===== src/rtl/fetch_queue.sv =====
// Dual-lane show-ahead instruction buffer between fetch and decode.
// Accepts up to two instructions per cycle and presents the two oldest to decode.
module fetch_queue #(
  parameter int DEPTH = 8,
  parameter int AW    = 3
) (
  input  logic          clk,
  input  logic          reset,
  input  logic          flush,
  input  logic          valid_f_0,
  input  logic          valid_f_1,
  input  logic [31:0]   instr_f_0,
  input  logic [31:0]   instr_f_1,
  input  logic [31:0]   pc_plus_8_f_0,
  input  logic [31:0]   pc_plus_8_f_1,
  input  logic [1:0]    deq_d,
  output logic          enq_ready,
  output logic          valid_q_0,
  output logic          valid_q_1,
  output logic [31:0]   instr_q_0,
  output logic [31:0]   instr_q_1,
  output logic [31:0]   pc_plus_8_q_0,
  output logic [31:0]   pc_plus_8_q_1,
  output logic [AW:0]   count
);

  logic [31:0] instr_mem [DEPTH];
  logic [31:0] pc_mem    [DEPTH];

  logic [AW-1:0] head_q, head_d, tail_q, tail_d;
  logic [AW:0]   count_q, count_d;
  logic [1:0]    n_in, n_out, deq_eff;
  logic [AW-1:0] head_p1, tail_lane1;
  logic          do_enq;

  // enq_ready looks only at registered occupancy, keeping decode off the fetch path
  assign enq_ready = (count_q <= (AW+1)'(DEPTH - 2));
  assign do_enq    = enq_ready && !flush && !reset;

  always_comb begin
    n_in    = do_enq ? (2'(valid_f_0) + 2'(valid_f_1)) : 2'd0;
    deq_eff = (deq_d == 2'd3) ? 2'd2 : deq_d;
    n_out   = (count_q < (AW+1)'(deq_eff)) ? count_q[1:0] : deq_eff;
  end

  always_comb begin
    head_d  = head_q + AW'(n_out);
    tail_d  = tail_q + AW'(n_in);
    count_d = count_q + (AW+1)'(n_in) - (AW+1)'(n_out);
    if (flush) begin
      head_d  = '0;
      tail_d  = '0;
      count_d = '0;
    end
  end

  always_ff @(posedge clk) begin
    if (reset) begin
      head_q  <= '0;
      tail_q  <= '0;
      count_q <= '0;
    end else begin
      head_q  <= head_d;
      tail_q  <= tail_d;
      count_q <= count_d;
    end
  end

  // Lane 1 lands right after lane 0, or at tail itself when lane 0 is empty
  assign tail_lane1 = tail_q + AW'(valid_f_0);

  always_ff @(posedge clk) begin
    if (do_enq) begin
      if (valid_f_0) begin
        instr_mem[tail_q] <= instr_f_0;
        pc_mem[tail_q]    <= pc_plus_8_f_0;
      end
      if (valid_f_1) begin
        instr_mem[tail_lane1] <= instr_f_1;
        pc_mem[tail_lane1]    <= pc_plus_8_f_1;
      end
    end
  end

  assign head_p1 = head_q + AW'(1);

  always_comb begin
    valid_q_0     = (count_q >= (AW+1)'(1));
    valid_q_1     = (count_q >= (AW+1)'(2));
    instr_q_0     = valid_q_0 ? instr_mem[head_q]  : '0;
    pc_plus_8_q_0 = valid_q_0 ? pc_mem[head_q]     : '0;
    instr_q_1     = valid_q_1 ? instr_mem[head_p1] : '0;
    pc_plus_8_q_1 = valid_q_1 ? pc_mem[head_p1]    : '0;
    count         = count_q;
  end

endmodule


===== config.mk =====
export PLATFORM = sky130hd
export DESIGN_NAME = fetch_queue
export DESIGN_NICKNAME = d
export VERILOG_FILES = /design/src/rtl/fetch_queue.sv
export SDC_FILE = /design/constraint.sdc
export NUM_CORES = 1
export LEC_CHECK = 0
export CAP_MARGIN = 25
export CORE_MARGIN = 2
export CORE_UTILIZATION = 59
export DETAILED_ROUTE_END_ITERATION = 8
export PLACE_DENSITY = 0.83
export SYNTH_ARGS = -nofsm -noshare
export SYNTH_HDL_FRONTEND = slang
export SYNTH_SLANG_ARGS = --single-unit
export TNS_END_PERCENT = 10

===== constraint.sdc =====
create_clock -name clk -period 9.7 [get_ports clk]
set_input_delay 1.94 -clock clk [delete_from_list [all_inputs] [get_ports clk]]
set_output_delay 1.94 -clock clk [all_outputs]
set_load 0.02 [all_outputs]

======== Word level (Yosys, flattened, before mapping) ========
Memories as Yosys holds them, arrays and structs flattened. A register that Yosys moved wholly into a read port is not among the register bits.
Index checks and enable logic that the tools add are counted.
Widths: inputs -> output; s select.
storage, ports and cells
  bits in writable memories ............... 512
  output and inout port bits .............. 135
  word-level logic and storage cells ...... 37
  bits in registers ....................... 10
  memories kept ........................... 2
  input bits .............................. 135
memory list
  memory     words  width  read ports  clocked after memory_dff  write ports  line  text
  instr_mem  8      32     2           1                         2            27    logic [31:0] instr_mem [DEPTH];
  pc_mem     8      32     2           1                         2            28    logic [31:0] pc_mem [DEPTH];
operators by class
  eq/ne operators ......................... 1
  reductions and logical operators ........ 5
  muxes and demuxes ....................... 15
  magnitude comparators ................... 4
  $add $sub $neg .......................... 7
operator list
  kind                 number
  $mux 32              4
  $add 3x2->3          2
  $mux 1               6
  $mux 2               3
  $mux 3               2
  $add 4x2->4          1
  $ge 4x1->1 const B   1
  $ge 4x2->1 const B   1
  $le 4x3->1 const B   1
  $lt 4x2->1           1
  $sub 4x2->4          1
  $add 3x1->3          1
  $add 3x1->3 const B  1
  $add 1x1->2          1
  $eq 2x2->1 const B   1
  $logic_and 1x1->1    2
  $logic_not 1->1      2
  $reduce_or 2->1      1

======== Depth between registers and ports, before layout ========
  word-level depth ........................ 6
  gate-level depth with buffers ........... 14
  mapped depth without buffers ............ 14

======== Worst setup path before layout ========
OpenSTA, ideal clock, no wires.
  kind .................................... input to register
  from .................................... input valid_f_0
  to ...................................... memory instr_mem[0][0] (enable)
  library setup time ...................... 582 ps
  required time ........................... 9118 ps
  buffers on the path ..................... 1
  data arrival time ....................... 7874 ps
  setup slack ............................. 1245 ps
  stages .................................. 5
  cells stage by stage .................... ha_1 > ha_1 > clkbuf_1 > or4bb_1 > a211oi_1
RTL lines
  what         line  text
  from (decl)  10    input logic valid_f_0,
  to (decl)    27

======== Worst setup path after layout ========
  from .................................... register head_q[0]
  to ...................................... output instr_q_1[23]
between the ends
  word-level cells in the longest chain between the ends .. 3
ends and longest elaborated chain
  what                    line  text
  from (decl)             30    logic [AW-1:0] head_q, head_d, tail_q, tail_d;
  from (signal assigned)  59    head_q <= '0;
  from (signal assigned)  63    head_q <= head_d;
  $add 3x1->3             85    assign head_p1 = head_q + AW'(1);
  $mem_v2 8x32            --
  $mux 32                 92    instr_q_1 = valid_q_1 ? instr_mem[head_p1] : '0;
  to (decl)               21    output logic [31:0] instr_q_1,
No other way between the ends.

==> results summary <==
The flow ran to the end, and the final reports show no timing, DRC or antenna violations. The total vias in the final route came out at 22.56k. The deepest clock path buffer count is 3. The number of storage elements in the synthesis netlist came out at 522.

The overall die area came out at 0.05348 mm2. The path with the worst hold slack has its endpoint at tail_q[1]$_SDFF_PP0_. The leakage power came out at 0.01195 uW. After synthesis, the netlist uses 42 different library cells. The port buffer count came out at 269. The setup-violating endpoint count in the final report is 0.

Buffers inserted during clock tree synthesis total 56. The tree is rooted in a clkbuf_16. Hold repair after CTS inserted 0 buffers. The combined global-route utilization of all metal layers is 33.79%. The fraction of synthesis flops using an asynchronous set or reset pin is 0%. The biggest fanout along the worst timing path is 37. The sequential cell area fraction in the yosys report is 51.12%. The area growth from synthesis to final layout is 16.54%. The number of antenna violations at the first check in global routing was 13.

For the pin with the worst max-slew slack, the measured transition is 1.170 ns. The clock-pin slew on the worst setup and hold paths came out at 0.06 ns. Setup repair after global routing left no endpoint under its margin. Dividing the synthesized area by the synthesized cell count gives 12.57 um2. Once the floorplan was initialized, standard cells occupied 59.51% of the core. Yosys mapped a number of flops with a built-in enable equal to 512. The placeable core region came out at 0.05120 mm2. The final estimated routing congestion in global placement is 0.8240. The number of buffers added for setup after CTS came out at 0.

The worst setup path is captured at an output port. The area share of the leading cell type in the synthesized netlist is 50.46%. The worst setup path is launched from a flip-flop. The arrival time at the worst endpoint came out at 5.00 ns.

After routing, the total negative slack on setup checks comes to 0 ns. The initialized floorplan defines 83 standard-cell rows. In this run the vertical extent of the chip is 231.3 um. The final net count is 2771.

Summing every instance area after synthesis gives 0.03047 mm2. Sorting the synthesized cells by area gives the leading types as edfxtp_1 50%, mux2_2 18%, mux4_2 9.5%. The critical path data required time came out at 7.76 ns. The first-pass iteration count of the detailed router is 5.

The die width is 231.3 um. The share of the cycle needed by the critical path after routing is 71.50%. The main flop type after synthesis is edfxtp_1. The maximum clock frequency is 0.1442 GHz. The maximum number of pins on one net before global-route repair came out at 197. Synthesis handed over a netlist of 2424 instances. The post-detailed-routing wire length came out at 91150 um. Among all cell types in the netlist, the one instantiated most often is nand2_1.

TritonCTS built the clock tree. The number of cells on the worst reg-to-reg path is 8. The endpoint identified for the worst register-to-register timing path is pc_mem[5][27]$_DFFE_PP_.

Dividing the detail-routed wire length by the instance count gives 27.20 um. The cell count of the worst hold path came out at 3. Using the TritonRoute via totals, the vias-per-cell ratio works out to 6.731. The post-cts sizing count came out at 0. The share of final-layout standard cells stronger than drive strength 1 came out at 29.09%. The number of max-slew violations in the final report is 0. The worst setup slack for register-to-register paths came out at 6.03 ns. The wire length of the first global-routing pass is 135900 um.

The DRC violation count after routing is 0. The clock net in this run drives a total of 522 sinks. The number of global-route vias before repair is 22.85k.

The path class of the tightest hold or removal check is flip-flop to flip-flop. The smallest clock period supported by the final layout is computed as 6.936 ns. The worst clock skew on the final layout came out at 0.03456 ns. The net count of the mapped netlist came out at 2576. The H-tree was split into 2 levels. Dividing total power by cell area gives a power density of 200.5 mW/mm2. The final hold violation count is 0. The synthesis warning total is 0. The half-perimeter wire length after detailed placement is 51110 um. In this run the critical register-to-register path is launched from count[3]$_SDFF_PP0_.

The finished layout holds 3351 standard cells, fillers aside. Across the run, the number of max-cap violations was 0. The post-placement cell count came out at 3239. The library cell occupying the most area in the post-synthesis netlist is edfxtp_1. The violation count after the first detailed-routing iteration came out at 2863. The count of nets left with antenna violations after detail routing came out at 0. The setup path with the least slack is of type flip-flop to output port. The startpoint identified for the worst hold timing path is tail_q[1]$_SDFF_PP0_. The worst ir drop on vdd is 0.1755 mV. The overall overflow remaining after global route came out at 0. The number of placed I/O pins came out at 270.

The clock insertion delay at the later pin of the skew report is 0.63 ns. Ranked by instance count, the synthesized netlist is headed by 518 x nand2_1, 512 x edfxtp_1, 500 x mux2_2, 262 x a21oi_1, 128 x mux4_2. Headroom to the max-slew limit came out at 21.73%.
how the worst max path moves through the flow:
stage	slack, ns	to	start
2_1_floorplan	1.24	instr_mem[0][0]$_DFFE_PP_	valid_f_0
3_3_place_gp	3.59	pc_plus_8_q_1[0]	head_q[0]$_SDFF_PP0_
3_5_place_dp	3.43	instr_q_1[15]	head_q[0]$_SDFF_PP0_
4_1_cts	2.81	instr_q_1[15]	head_q[0]$_SDFF_PP0_
5_1_grt	2.73	instr_q_1[23]	head_q[0]$_SDFF_PP0_
6_report	2.76	instr_q_1[23]	head_q[0]$_SDFF_PP0_
report_power, final:
part           switching, uW  internal, uW  leakage [uW]  total [uW]
combinational           1460          1080       0.00644        2530
clock                    887          1120      0.000806        2010
sequential              52.3          2520       0.00470        2580
total                   2400          4720        0.0119        7120
per-stage QoR:
step	util [%]	hold WS, ns	setup WS (ns)	instance area [um2]	total power [uW]
floorplan	-	0.6222	1.245	30470	3972
global placement	65.91	0.6423	3.595	33740	5054
detailed placement	65.96	0.6521	3.435	33770	5099
CTS	69.23	0.6652	2.813	35450	7087
global route	69.34	0.7008	2.734	35500	7328
finish	69.36	0.6604	2.764	35510	7120
state kept, by name, indices dropped and copies added (netlist names):
| signal | flops |
|---|---|
| count | 4 |
| head_q | 3 |
| instr_mem | 256 |
| pc_mem | 256 |
| tail_q | 3 |
layout make-up:
| class | instances | area (um2) |
|---|---|---|
| fillers | 3438 | 15690 |
| flip-flops and latches | 522 | 15590 |
| multi-input cells | 1706 | 14190 |
| repair buffers | 317 | 3123 |
| clock buffers | 72 | 1483 |
| well taps | 680 | 850.8 |
| clock inverters | 28 | 190.2 |
| inverters | 16 | 60.06 |
| diodes | 10 | 25.02 |
layer usage:
metal  vias up  global-route usage, %  routed length [um]
met2      1586                  55.44               44110
met3       303                  7.013               10280
met5         -                      0                  45
li1       9531                      -                   -
met1     11130                  43.18               32770
met4         6                  15.95                3945
cells by family after synthesis:
logic type | count (synthesis) | synth area share [%]
AO/OA/AOI/OAI | 273 | 4.583
XOR/XNOR | 8 | 0.2299
adder cells (fa/ha/maj) | 17 | 0.7967
buffers and inverters | 196 | 2.858
flip-flops | 522 | 51.12
multiplexers | 705 | 30.53
AND/OR/NAND/NOR | 703 | 9.884
cells in the final DEF (no fill, tap or decap), drive strengths merged, types with 3 or more instances in the layout:
| cell type | count |
|---|---|
| nand2b | 5 |
| nand3 | 6 |
| nor3 | 4 |
| clkinvlp | 3 |
| mux2i | 65 |
| dfxtp | 10 |
| and2 | 4 |
| xnor2 | 4 |
| a21oi | 262 |
| a211oi | 4 |
| clkinv | 20 |
| mux4 | 128 |
| clkdlybuf4s50 | 269 |
| edfxtp | 512 |
| buf | 48 |
| mux2 | 512 |
| xor2 | 4 |
| nand2 | 518 |
| clkbuf | 72 |
| diode | 10 |
| nor2 | 91 |
| ha | 13 |
| inv | 19 |
| fa | 4 |
| or4 | 64 |
worst max-delay path: stages (launching register included):
cell and delay, ns:
dfxtp_4 0.87, buf_4 0.79, nand3b_1 0.98, buf_4 0.66
a21oi_1 0.26, or4_1 0.18, clkdlybuf4s50_1 0.61
No activity file was read; power rests on OpenSTA's default activity.
